`src/rtl/sprite_pkg.sv`:
```
// Shared constants and the per-channel configuration record for the sprite layer engine.
package sprite_pkg;

    localparam int VGA_W       = 640;
    localparam int VGA_H       = 480;

    localparam int CFG_IDX_W   = 3;
    localparam int CFG_X_W     = 11;
    localparam int CFG_Y_W     = 10;
    localparam int CFG_FRAME_W = 4;
    localparam int CFG_COLOR_W = 12;

    typedef struct packed {
        logic                   en;
        logic [CFG_X_W-1:0]     x;
        logic [CFG_Y_W-1:0]     y;
        logic [CFG_FRAME_W-1:0] frame;
        logic [CFG_COLOR_W-1:0] color;
    } sprite_cfg_t;

endpackage

```
`src/rtl/sprite_channel.sv`:
```
// One sprite channel: shadow/live configuration pair plus the stage-0 in-box test
// and sprite-ROM address generation.
module sprite_channel
    import sprite_pkg::*;
#(
    parameter int SPR_W      = 60,
    parameter int SPR_H      = 60,
    parameter int NUM_FRAMES = 6,
    parameter int AW         = 15,
    parameter int CW         = 12
) (
    input  logic                   clk,
    input  logic                   reset,
    input  logic                   pix_en,
    input  logic                   frame_start,
    input  logic                   wr_en,
    input  logic                   cfg_en,
    input  logic [CFG_X_W-1:0]     cfg_x,
    input  logic [CFG_Y_W-1:0]     cfg_y,
    input  logic [CFG_FRAME_W-1:0] cfg_frame,
    input  logic [CW-1:0]          cfg_color,
    input  logic [9:0]             x,
    input  logic [8:0]             y,
    output logic                   inbox,
    output logic [AW-1:0]          addr,
    output logic [CW-1:0]          color
);

    localparam logic signed [11:0]      SPR_W_S      = 12'(SPR_W);
    localparam logic signed [11:0]      SPR_H_S      = 12'(SPR_H);
    localparam logic [CFG_FRAME_W-1:0]  NUM_FRAMES_F = CFG_FRAME_W'(NUM_FRAMES);

    sprite_cfg_t        shadow_r;
    sprite_cfg_t        live_r;
    logic               inbox_r;
    logic [AW-1:0]      addr_r;
    logic signed [11:0] dx_s;
    logic signed [11:0] dy_s;
    logic               inbox_s;
    logic [AW:0]        addr_full_s;

    // In-box test on 12-bit signed offsets so sprites hanging off the left/top edge clip cleanly
    always_comb begin
        dx_s        = $signed({2'b00, x}) - $signed({live_r.x[CFG_X_W-1], live_r.x});
        dy_s        = $signed({3'b000, y}) - $signed({{2{live_r.y[CFG_Y_W-1]}}, live_r.y});
        inbox_s     = live_r.en && (live_r.frame < NUM_FRAMES_F) &&
                      (dx_s >= 12'sd0) && (dx_s < SPR_W_S) &&
                      (dy_s >= 12'sd0) && (dy_s < SPR_H_S);
        addr_full_s = (AW+1)'(live_r.frame) * (AW+1)'(SPR_W * SPR_H) +
                      (AW+1)'(dy_s) * (AW+1)'(SPR_W) + (AW+1)'(dx_s);
    end

    // Shadow takes cfg writes at any clk; live reloads from the pre-write shadow at frame start
    always_ff @(posedge clk or posedge reset) begin
        if (reset) begin
            shadow_r <= '0;
            live_r   <= '0;
        end else begin
            if (wr_en) begin
                shadow_r <= '{en: cfg_en, x: cfg_x, y: cfg_y, frame: cfg_frame,
                              color: CFG_COLOR_W'(cfg_color)};
            end
            if (pix_en && frame_start) begin
                live_r <= shadow_r;
            end
        end
    end

    // Stage-0 pipeline register
    always_ff @(posedge clk or posedge reset) begin
        if (reset) begin
            inbox_r <= 1'b0;
            addr_r  <= '0;
        end else if (pix_en) begin
            inbox_r <= inbox_s;
            addr_r  <= inbox_s ? addr_full_s[AW-1:0] : '0;
        end
    end

    assign inbox = inbox_r;
    assign addr  = addr_r;
    assign color = CW'(live_r.color);

endmodule

```
`src/rtl/sprite_layer_engine.sv`:
```
// N-channel sprite compositor: fixed-priority overlay over a background colour with
// per-frame collision accumulation.
module sprite_layer_engine
    import sprite_pkg::*;
#(
    parameter int NUM_SPR    = 4,
    parameter int SPR_W      = 60,
    parameter int SPR_H      = 60,
    parameter int NUM_FRAMES = 6,
    parameter int AW         = 15,
    parameter int CW         = 12
) (
    input  logic                   clk,
    input  logic                   reset,
    input  logic                   pix_en,
    input  logic                   frame_start,
    input  logic [9:0]             x,
    input  logic [8:0]             y,
    input  logic                   active,
    input  logic [CW-1:0]          bg_color,
    input  logic                   cfg_valid,
    output logic                   cfg_ready,
    input  logic [CFG_IDX_W-1:0]   cfg_idx,
    input  logic [CFG_X_W-1:0]     cfg_x,
    input  logic [CFG_Y_W-1:0]     cfg_y,
    input  logic [CFG_FRAME_W-1:0] cfg_frame,
    input  logic [CW-1:0]          cfg_color,
    input  logic                   cfg_en,
    output logic [NUM_SPR*AW-1:0]  spr_addr,
    input  logic [NUM_SPR-1:0]     spr_bit,
    output logic [CW-1:0]          pix_out,
    output logic                   pix_valid,
    output logic [NUM_SPR-1:0]     collide_mask,
    output logic                   collide_stb
);

    logic [NUM_SPR-1:0] inbox_s;
    logic [NUM_SPR-1:0] hit_s;
    logic [NUM_SPR-1:0] coll_s;
    logic [NUM_SPR-1:0] acc_next_s;
    logic [CW-1:0]      color_s [NUM_SPR];
    logic [CW-1:0]      win_color_s;
    logic               win_found_s;

    logic [CW-1:0]      bg_d_r;
    logic               act_d_r;
    logic [CW-1:0]      pix_out_r;
    logic               pix_valid_r;
    logic [NUM_SPR-1:0] acc_r;
    logic [NUM_SPR-1:0] mask_r;
    logic               stb_r;

    // Extra bit keeps the range check correct when NUM_SPR is 8
    assign cfg_ready = ({1'b0, cfg_idx} < (CFG_IDX_W+1)'(NUM_SPR));

    for (genvar i = 0; i < NUM_SPR; i++) begin : g_ch
        sprite_channel #(
            .SPR_W      (SPR_W),
            .SPR_H      (SPR_H),
            .NUM_FRAMES (NUM_FRAMES),
            .AW         (AW),
            .CW         (CW)
        ) u_ch (
            .clk         (clk),
            .reset       (reset),
            .pix_en      (pix_en),
            .frame_start (frame_start),
            .wr_en       (cfg_valid && cfg_ready && (cfg_idx == CFG_IDX_W'(i))),
            .cfg_en      (cfg_en),
            .cfg_x       (cfg_x),
            .cfg_y       (cfg_y),
            .cfg_frame   (cfg_frame),
            .cfg_color   (cfg_color),
            .x           (x),
            .y           (y),
            .inbox       (inbox_s[i]),
            .addr        (spr_addr[i*AW +: AW]),
            .color       (color_s[i])
        );
    end

    // Priority pick (descending loop so the lowest index wins) and pairwise collision terms
    always_comb begin
        hit_s       = inbox_s & spr_bit;
        win_color_s = '0;
        win_found_s = 1'b0;
        coll_s      = '0;
        for (int i = NUM_SPR - 1; i >= 0; i--) begin
            win_color_s = hit_s[i] ? color_s[i] : win_color_s;
            win_found_s = win_found_s | hit_s[i];
            coll_s[i]   = hit_s[i] & (|(hit_s & ~(NUM_SPR'(1) << i)));
        end
        acc_next_s = acc_r | (act_d_r ? coll_s : '0);
    end

    // Stage-1 compositing and collision accumulation, advancing on each pixel strobe
    always_ff @(posedge clk or posedge reset) begin
        if (reset) begin
            bg_d_r      <= '0;
            act_d_r     <= 1'b0;
            pix_out_r   <= '0;
            pix_valid_r <= 1'b0;
            acc_r       <= '0;
            mask_r      <= '0;
        end else if (pix_en) begin
            bg_d_r      <= bg_color;
            act_d_r     <= active;
            pix_valid_r <= act_d_r;
            pix_out_r   <= act_d_r ? (win_found_s ? win_color_s : bg_d_r) : '0;
            if (frame_start) begin
                mask_r <= acc_next_s;
                acc_r  <= '0;
            end else begin
                acc_r  <= acc_next_s;
            end
        end
    end

    // One-clk strobe marking a collision-mask update
    always_ff @(posedge clk or posedge reset) begin
        if (reset) begin
            stb_r <= 1'b0;
        end else begin
            stb_r <= pix_en & frame_start;
        end
    end

    assign pix_out      = pix_out_r;
    assign pix_valid    = pix_valid_r;
    assign collide_mask = mask_r;
    assign collide_stb  = stb_r;

endmodule

```
`config.mk`:
```
export PLATFORM = sky130hd
export DESIGN_NAME = sprite_layer_engine
export DESIGN_NICKNAME = d
export VERILOG_FILES = /design/src/rtl/sprite_pkg.sv /design/src/rtl/sprite_channel.sv /design/src/rtl/sprite_layer_engine.sv
export SDC_FILE = /design/constraint.sdc
export NUM_CORES = 1
export LEC_CHECK = 0
export ABC_AREA = 0
export CAP_MARGIN = 20
export CORE_MARGIN = 4
export CORE_UTILIZATION = 50
export DETAILED_ROUTE_END_ITERATION = 10
export PLACE_DENSITY = 0.69
export SLEW_MARGIN = 5
export SYNTH_ARGS = -nofsm -noshare
export SYNTH_HDL_FRONTEND = slang
export SYNTH_SLANG_ARGS = --single-unit
```
`constraint.sdc`:
```
create_clock -name clk -period 28.8 [get_ports clk]
set_input_delay 2.88 -clock clk [delete_from_list [all_inputs] [get_ports clk]]
set_output_delay 2.88 -clock clk [all_outputs]
set_load 0.05 [all_outputs]
```
==> flow_metrics.tcl <==
set metrics [dict create \
    top_usage_layer "met2" \
    yosys.area.top_type "dfrtp_1" \
    clkTransAtPathRegs_ns 0.07 \
    cap_viol_max_count 0 \
    drt_wl_total_mm 66.69 \
    period_share_pct 31.97 \
    cts.sinks 403 \
    initialDrtViolationCount 1177 \
    maxSlewViolCount 0 \
    layout-drive-gt1-share_pct 12.11 \
    ys_seq_elements 403 \
    rsz0062_at_grt "false" \
    start_kind "input pin" \
    drtPass1Iterations 7 \
    setup_viol 0 \
    synth_compound_area_share_pct 12.61 \
    layout.nets 3226 \
    fp.dieArea_sq_um 57680 \
    yosysWarnings 0 \
    met2_usage_pct 38.21 \
    dp_cells 3435 \
    path_class "in -> reg" \
    grt_pass1_wl_mm 107.3 \
    dp_hpwl_mm 49.04 \
    synth_top_family_by_area "adder cells" \
    critical_path.slowest_cell "clkdlybuf4s50_1" \
    ys_types 79 \
    synth-simple-area-share_pct 8.171 \
    final_cells 3524 \
    hold_class "reg -> reg" \
    timing.slew.headroom_pct 31.26 \
    tightestPinTransition_ns 1.026 \
    synth_xor_xnor_area_share_pct 5.659 \
    nFillCells 4511 \
    vias_per_cell 5.507 \
    synth_ff_type "dfrtp_1" \
    multi_input_area_sq_um 15030 \
    outcome "finished clean" \
    use_met3_pct 4.347 \
    drc 0 \
    dieHeight_um 240.2 \
    clock_path_buffers 3 \
    ant_nets 0 \
    finalCriticalPeriod_ns 9.207 \
    ys_top_cells_by_area "dfrtp_1 37%, ha_1 11%, mux2_2 9.7%, fa_1 7.7%, inv_1 5.8%" \
    antenna_found_initial 4 \
    critPathRequiredTime_ns 29.22 \
    start_util_pct 50.88 \
    syn_area_sq_um 26950 \
    worst_path_largest_cell_delay_ns 0.98 \
    grt_pass1_vias 19990 \
    row_count 84 \
    yosys.area.top_type_share_pct 37.42 \
    seq_area_sq_um 10080 \
    cts_root_buf "clkbuf_16" \
    post_drt_wl_per_cell_um 18.93 \
    grt_usage_pct 23.43 \
    h-tree-depth 2 \
    cp_max_fo 8 \
    cts_tree "yes" \
    cts_resized 0 \
    place_congestion 0.8620 \
    cp-end-kind "register" \
    muxShareOfSynthArea_pct 9.968 \
    skew_ns 0.02555 \
    final_hold_viol_count 0 \
    ios 161 \
    worstPathArrival_ns 9.63 \
    coreArea_sq_um 52970 \
    post-cts-setup-buffers 0 \
    die_x_um 240.2 \
    synthArstFlopShare_pct 100.0 \
    synthesis.nets 3080 \
    fmax_ghz 0.1086 \
    grt_start_max_net_pins 161 \
    synthToLayoutAreaGrowth_pct 14.25 \
    synthAdderAreaFrac_pct 19.20 \
    cts_buffers 46 \
    grt_overflow_total 0 \
    synthCells 2650 \
    tns_ns 0 \
    synth.yosys.seq_area_share_pct 37.42 \
    port_buffers 160 \
    via_count 19410 \
    synth_edf_count 0 \
    worstSkewPairLatency_ns 0.59 \
    syn_avg_cell_area_sq_um 10.17 \
    grtUsageMet1_pct 31.65 \
    cts_hold_buf 0 \
]
worst paths after layout:
check	from	to	slack, ns	cells after the start
worst max-delay path	y[1]	g_ch[2].u_ch.addr[14]	19.59	27
min in group asynchronous	reset	g_ch[3].u_ch.color[7]	2.86	2
worst min-delay path	g_ch[3].u_ch.shadow_r[27]	g_ch[3].u_ch.live_r[27]	0.47	2
worst min register to register	g_ch[3].u_ch.shadow_r[27]	g_ch[3].u_ch.live_r[27]	0.47	2
worst max register to register	g_ch[2].u_ch.live_r[16]	g_ch[2].u_ch.addr[14]	22.51	27
max in group asynchronous	reset	g_ch[2].u_ch.addr[6]	23.85	4
logic make-up (layout without fill, tap and decap cells):
group / count (synthesis) / in the layout
buffers and inverters: 500 / 683
AO/OA/AOI/OAI: 532 / 532
XOR/XNOR: 167 / 167
AND/OR/NAND/NOR: 458 / 458
other: 0 / 3
flip-flops: 403 / 403
multiplexers: 238 / 238
adder cells (fa/ha/maj): 352 / 352
worst max-delay path: cells and delay by family:
family	cells	cell delay (ns)
XOR/XNOR	3	0.64
AO/OA/AOI/OAI	12	2.27
adder cells (fa/ha/maj)	5	1.96
AND/OR/NAND/NOR	2	0.51
buffers and inverters	5	1.35
Yosys cell counts (22+ instances only):
cell type	instances
inv_1	420
dfrtp_1	403
ha_1	244
mux2_2	232
nand2_1	146
o21ai_0	127
nor2_1	109
fa_1	104
xnor2_1	104
a21oi_1	97
clkbuf_1	67
o22ai_1	61
xor2_1	58
nor3_1	49
a21o_1	38
o21a_1	38
nor2b_1	32
nand2b_1	26
o21ai_1	24
a221oi_1	22
routing by layer:
metal	routed length, um	share of wire [%]
met4	2262	3.4
met3	4081	6.1
met2	30900	46
met1	29450	44
met5	0	0
registers in the layout (all words and copies together) (netlist names):
signal / cells
pix_out: 12
pix_valid: 1
g_ch.u_ch.inbox: 4
collide_stb: 1
g_ch.u_ch.live_r: 104
collide_mask: 4
acc_r: 4
g_ch.u_ch.color: 48
g_ch.u_ch.shadow_r: 152
bg_d_r: 12
g_ch.u_ch.addr: 60
act_d_r: 1
stage by stage:
stage / instance area (sq um) / utilization (%) / hold slack [ns] / setup WS (ns)
after detailed placement: 29280 / 55.28 / 0.4637 / 19.03
after CTS: 30780 / 58.10 / 0.4741 / 19.64
after floorplan: 26950 / - / 0.4348 / 14.71
after global placement: 29280 / 55.28 / 0.4513 / 19.18
final: 30790 / 58.13 / 0.4655 / 19.59
after global routing: 30790 / 58.12 / 0.4996 / 19.13
area by class of cell:
class | count | share of cell area (%)
clock buffer | 63 | 4.210
tap | 688 | 2.796
timing repair buffer | 172 | 5.526
inverter | 426 | 5.234
sequential | 403 | 32.75
multi-input combinational | 1747 | 48.82
antenna | 3 | 0.02438
clock inverter | 22 | 0.6420
layout by cell type, fill, tap and decap left out, types with 9 or more instances in the layout:
cell / synthesis / layout
buf_4: 0 / 12
mux2_2: 232 / 232
o21ai_1: 24 / 24
o31ai_1: 13 / 13
o21bai_1: 14 / 14
clkinv_2: 0 / 9
ha_1: 244 / 244
inv_1: 420 / 419
nand4_1: 14 / 14
o21a_1: 38 / 38
nand3_1: 20 / 20
clkbuf_1: 67 / 10
nand2b_1: 26 / 26
o21ai_0: 127 / 127
fa_1: 104 / 104
nor3_1: 49 / 48
clkdlybuf4s50_1: 0 / 159
nor2_1: 109 / 109
o31a_1: 9 / 9
clkbuf_16: 0 / 47
a221oi_1: 22 / 22
xor2_1: 58 / 58
o22ai_1: 61 / 61
o211ai_1: 9 / 9
nand2_1: 146 / 145
a21o_1: 38 / 38
xnor2_1: 104 / 104
a211oi_1: 9 / 9
a21oi_1: 97 / 97
dfrtp_1: 403 / 403
nor2b_1: 32 / 32
Power is left out: the tool's default activity adds up to more than one toggle a clock period on the data nets, which glitch-free logic cannot reach.
